`src/rtl/pong_defs.sv`:
```
// Shared pong constants: screen geometry, paddle/ball sizes and the AI paddle FSM encodings.
package pong_defs;

    localparam int SCREEN_W  = 640;
    localparam int SCREEN_H  = 480;
    localparam int BALL_SIZE = 16;
    localparam int PADDLE_H  = 64;
    localparam int MAX_Y     = SCREEN_H - PADDLE_H;

    localparam logic [9:0] CENTER_Y = 10'((SCREEN_H - PADDLE_H) / 2);
    localparam logic [9:0] MAX_Y_U  = 10'(MAX_Y);

    localparam logic [2:0] ST_IDLE   = 3'd0;
    localparam logic [2:0] ST_WAIT   = 3'd1;
    localparam logic [2:0] ST_TRACK  = 3'd2;
    localparam logic [2:0] ST_HOLD   = 3'd3;
    localparam logic [2:0] ST_RETURN = 3'd4;

    localparam logic signed [11:0] CENTRE_OFFSET = 12'(BALL_SIZE / 2 - PADDLE_H / 2);
    localparam logic signed [11:0] MAX_Y_S       = 12'(MAX_Y);

    // Aligns the paddle centre with the ball centre, then clamps so the paddle stays on screen.
    function automatic logic [9:0] clamp_target(input logic [9:0] predicted_y);
        logic signed [11:0] raw;
        raw = $signed({2'b00, predicted_y}) + CENTRE_OFFSET;
        if (raw < 12'sd0)
            return 10'd0;
        else if (raw > MAX_Y_S)
            return MAX_Y_U;
        else
            return raw[9:0];
    endfunction

endpackage

```
`src/rtl/paddle_stepper.sv`:
```
// Combinational bounded step of a paddle toward a target; never overshoots the target.
module paddle_stepper #(
    parameter int SPEED     = 4,
    parameter int DEAD_ZONE = 1
) (
    input  logic [9:0] target,
    input  logic [9:0] current,
    output logic [9:0] next_y,
    output logic       at_target
);

    logic signed [10:0] diff;
    logic [9:0]         mag;
    logic [9:0]         step;

    always_comb begin
        diff      = $signed({1'b0, target}) - $signed({1'b0, current});
        mag       = diff[10] ? 10'(-diff) : diff[9:0];
        at_target = (mag <= 10'(DEAD_ZONE));
        step      = (mag < 10'(SPEED)) ? mag : 10'(SPEED);
        if (at_target)
            next_y = current;
        else if (diff[10])
            next_y = current - step;
        else
            next_y = current + step;
    end

endmodule

```
`src/rtl/ai_paddle_controller.sv`:
```
// Computer-controlled left paddle: follows the predicted impact point after a reaction
// delay, holds there for a while, then drifts back to the screen centre.
module ai_paddle_controller
    import pong_defs::*;
#(
    parameter int SPEED           = 4,
    parameter int DEAD_ZONE       = 1,
    parameter int REACTION_FRAMES = 2,
    parameter int HOLD_FRAMES     = 30
) (
    input  logic       clock_in,
    input  logic       reset_in,
    input  logic       vsync_start_in,
    input  logic       predicted_valid_in,
    input  logic [9:0] predicted_y_in,
    output logic [9:0] paddle_y_out,
    output logic       paddle_moving_out,
    output logic [2:0] state_out
);

    // Inputs are single-cycle strobes with no back-pressure: predicted_y_in is meaningful
    // only while predicted_valid_in is high, and a valid always wins over a same-cycle vsync.

    localparam logic [7:0] REACTION_CNT = 8'(REACTION_FRAMES);
    localparam logic [7:0] HOLD_CNT     = 8'(HOLD_FRAMES);

    logic [2:0] state;
    logic [9:0] target;
    logic [9:0] paddle_y;
    logic [7:0] frame_cnt;
    logic [9:0] step_y;
    logic       at_target;

    paddle_stepper #(
        .SPEED     (SPEED),
        .DEAD_ZONE (DEAD_ZONE)
    ) u_stepper (
        .target    (target),
        .current   (paddle_y),
        .next_y    (step_y),
        .at_target (at_target)
    );

    always_ff @(posedge clock_in) begin
        if (reset_in) begin
            state     <= ST_IDLE;
            target    <= CENTER_Y;
            paddle_y  <= CENTER_Y;
            frame_cnt <= 8'd0;
        end else if (predicted_valid_in) begin
            target <= clamp_target(predicted_y_in);
            // Tracking keeps its momentum; every other state restarts the reaction delay.
            if (state != ST_TRACK) begin
                frame_cnt <= REACTION_CNT;
                state     <= (REACTION_FRAMES == 0) ? ST_TRACK : ST_WAIT;
            end
        end else if (vsync_start_in) begin
            case (state)
                ST_WAIT: begin
                    if (frame_cnt <= 8'd1) begin
                        frame_cnt <= 8'd0;
                        state     <= ST_TRACK;
                    end else begin
                        frame_cnt <= frame_cnt - 8'd1;
                    end
                end
                ST_TRACK: begin
                    if (at_target) begin
                        frame_cnt <= HOLD_CNT;
                        state     <= ST_HOLD;
                    end else begin
                        paddle_y <= step_y;
                    end
                end
                ST_HOLD: begin
                    if (frame_cnt <= 8'd1) begin
                        frame_cnt <= 8'd0;
                        target    <= CENTER_Y;
                        state     <= ST_RETURN;
                    end else begin
                        frame_cnt <= frame_cnt - 8'd1;
                    end
                end
                ST_RETURN: begin
                    if (at_target)
                        state <= ST_IDLE;
                    else
                        paddle_y <= step_y;
                end
                default: begin
                end
            endcase
        end
    end

    assign paddle_y_out      = paddle_y;
    assign paddle_moving_out = (state == ST_TRACK) || (state == ST_RETURN);
    assign state_out         = state;

endmodule

```
`config.mk`:
```
export PLATFORM = sky130hd
export DESIGN_NAME = ai_paddle_controller
export DESIGN_NICKNAME = d
export VERILOG_FILES = /design/src/rtl/pong_defs.sv /design/src/rtl/paddle_stepper.sv /design/src/rtl/ai_paddle_controller.sv
export SDC_FILE = /design/constraint.sdc
export NUM_CORES = 1
export LEC_CHECK = 0
export ABC_AREA = 1
export ABC_CLOCK_PERIOD_IN_PS = 5450
export BUFFER_PORTS_ARGS = -buffer_cell sky130_fd_sc_hd__buf_4
export CAP_MARGIN = 0
export CORE_MARGIN = 5
export CORE_UTILIZATION = 61
export DETAILED_ROUTE_END_ITERATION = 7
export PLACE_DENSITY = 0.81
export SETUP_SLACK_MARGIN = 0.1
export SYNTH_ARGS = -nofsm -noshare
export SYNTH_HDL_FRONTEND = slang
export SYNTH_HIERARCHICAL = 1
export SYNTH_SLANG_ARGS = --single-unit
```
`constraint.sdc`:
```
create_clock -name clock_in -period 5.45 [get_ports clock_in]
set_input_delay 0.8175 -clock clock_in [delete_from_list [all_inputs] [get_ports clock_in]]
set_output_delay 0.8175 -clock clock_in [all_outputs]
set_load 0.02 [all_outputs]
```
==> qor.yml <==
outcome: "completed"
grt_pass1_vias: 3428
wl_met1_um: 3860
power_density_nw_per_um2: 321
grt_remaining_overflow: 0
synth_cell_types: 39
critPathKind: "register to register"
rsz0062_at_grt: "yes"
period_share_pct: 89.4
finalMaxSlewViolations: 0
path_clk_slew_ns: 0.06
power_leakage_uw: 0.00195
drc: 0
post_cts_buffers: 0
vdd_drop_max_mv: 0.200
synth_warnings: 6
ioPinCount: 28
die_area_um2: 7160
critPathTopFamily: "simple AND/OR/NAND/NOR gates"
power_frac_seq_pct: 22.4
die-width_um: 84.6
maxCapViolCount: 0
grt_use_total_pct: 24.3
drt_iter0_markers: 211
synth_top_area_share_pct: 18.3
slowest_stage: "fa_2"
finish.utilization_pct: 68.7
skew_ns: 0.00470
wl_met3_um: 368
switching_power_uw: 587
start_util_pct: 62.1
nets: 639
wl_per_cell_um: 12.6
dpl_worst_slack_ns: 0.416
dr.max_layer_used: "met4"
area_growth_pct: 10.6
r2r-end: "paddle_y_out[7]$_SDFFE_PP1P_"
first_pass_iters: 8
stdcell_count: 671
grt_max_degree: 21
critPathRequiredTime_ns: 5.60
worst_slack_ns: 0.576
yosysTopAreaCell: "dfxtp_1"
grt_pass1_wl_um: 14600
ys_ff_latch: 31
total_power_uw: 1210
ys_seq_area_share_pct: 18.3
layout_min_cycle_time_ns: 4.87
critPathBufInv: 9
layout-drive-gt1-share_pct: 17.7
synth_edf_count: 0
vias: 3685
synthArstFlopShare_pct: 0
relSlewSlack_pct: 71.7
tns_ns: 0
cp-endpoint: "paddle_y_out[7]$_SDFFE_PP1P_"
synthFlopType: "dfxtp_1"
synth_common_cells: "nand2_1 (164), inv_1 (77), nand3_1 (65)"
syn_area_um2: 3400
cts_root_buffer: "clkbuf_8"
clockPowerShare_pct: 14.8
critPathMaxFanout: 4
rows: 27
die_h_um: 84.6
worstSetupPathDepth: 32
end_kind: "register"
yosys-top-cells-area: "dfxtp_1 (18%), nand2_1 (18%), nand3_1 (9.6%)"
power.internal_uw: 618
cp_common_cell: "inv_1"
dr_wl_met2_um: 4050
cts_hold_buf: 0
numCtsBuffers: 5
worstSkewPairLatency_ns: 0.28
final-setup-viol-count: 0
io_buffers: 27
min-delay-path-class: "register to register"
cts_tree: "done"
sw_frac_of_total_pct: 48.7
worst_slew_pin_slew_ns: 0.423
p_comb_share_pct: 62.8
cts_max_path_buffers: 2
antenna_found_initial: 0
htreeDepth: 2
dp_hpwl_um: 6860
reg2reg_from: "target[0]$_SDFFE_PP0P_"
viasPerCell: 5.49
avgSynthCellArea_um2: 5.95
wl_um: 8470
synthMostInstantiatedCell: "nand2_1"
hold_viol: 0
synthCells: 571
startpoint_type: "register"
critical_path.max_stage_delay_ns: 0.46
fmax_mhz: 205
crit_start: "target[0]$_SDFFE_PP0P_"
cts_sinks: 31
antenna_cells: 0
syn_nets: 611
post_cts_resized: 0
cp.arrival_ns: 5.03
place_congestion: 0.909
coreArea_um2: 5470
rrSetupSlack_ns: 0.58
dp.cells: 664
ff2ff_path_depth: 32
ant_nets: 0
[sequential cells by signal, summed over array words and instances, names as in the netlist]
| register | flops |
|---|---|
| paddle_y_out | 10 |
| target | 10 |
| state_out | 3 |
| frame_cnt | 8 |
[per-stage QoR]
| stage | instance area (um^2) | hold slack (ns) |
|---|---|---|
| 2_1_floorplan | 3400 | 0.421 |
| 3_3_place_gp | 3640 | 0.440 |
| 3_5_place_dp | 3640 | 0.447 |
| 4_1_cts | 3730 | 0.457 |
| 5_1_grt | 3760 | 0.478 |
| 6_report | 3760 | 0.461 |
[worst min-delay path by stage]
| stage | to | start | cells past startpoint | slack [ns] |
|---|---|---|---|---|
| 2_1_floorplan | target[9]$_SDFFE_PP0P_ | target[9]$_SDFFE_PP0P_ | 2 | 0.42 |
| 3_3_place_gp | target[9]$_SDFFE_PP0P_ | target[9]$_SDFFE_PP0P_ | 2 | 0.44 |
| 3_5_place_dp | target[9]$_SDFFE_PP0P_ | target[9]$_SDFFE_PP0P_ | 2 | 0.45 |
| 4_1_cts | target[9]$_SDFFE_PP0P_ | target[9]$_SDFFE_PP0P_ | 2 | 0.46 |
| 5_1_grt | target[9]$_SDFFE_PP0P_ | target[9]$_SDFFE_PP0P_ | 2 | 0.48 |
| 6_report | target[9]$_SDFFE_PP0P_ | target[9]$_SDFFE_PP0P_ | 2 | 0.46 |
[kinds of logic after synthesis]
logic type	Yosys count	synth area share (%)
simple gates	340	46.3
xor+xnor	9	2.32
buf+inv	99	11.9
flops	31	18.3
fa+ha+maj	26	10.0
compound gates	66	11.2
[cell type report]
| class | count | area (um^2) |
|---|---|---|
| Clock buffer | 6 | 82.6 |
| Clock inverter | 1 | 5.00 |
| Fill cell | 532 | 1710 |
| Inverter | 93 | 357 |
| Multi-Input combinational cell | 441 | 2400 |
| Sequential cell | 31 | 623 |
| Tap cell | 72 | 90.1 |
| Timing Repair Buffer | 27 | 203 |
[worst min-delay path, stage by stage, from the launching register on]
cell and delay, ns:
dfxtp_1 0.32, nand2_1 0.06, nor2_1 0.03
[metal layers]
layer / global-route usage [%] / vias to the layer above
met5: 0 / -
met4: 9.06 / 0
met3: 3.43 / 15
met2: 42.5 / 101
met1: 30.0 / 1671
li1: - / 1898
[cell usage in the layout, fill, tap and decap left out, drive strengths merged, types with 4 or more instances in the layout]
| master | synthesis | final |
|---|---|---|
| a21oi | 40 | 40 |
| xor2 | 5 | 5 |
| nor3 | 5 | 5 |
| clkbuf | 3 | 6 |
| nand4 | 15 | 15 |
| dfxtp | 31 | 31 |
| ha | 24 | 24 |
| buf | 3 | 27 |
| nand3 | 72 | 72 |
| xnor2 | 4 | 4 |
| inv | 92 | 92 |
| o21ai | 20 | 20 |
| nand2 | 188 | 188 |
| nor2 | 57 | 57 |
[power groups by stage]
stage | Clock, uW | Sequential [uW] | Combinational (uW)
6_report | 179 | 270 | 757
5_1_grt | 195 | 273 | 857
4_1_cts | 185 | 270 | 738
3_5_place_dp | 0 | 274 | 734
3_3_place_gp | 0 | 273 | 720
2_1_floorplan | 0 | 278 | 591
No activity file was read; power rests on OpenSTA's default activity.
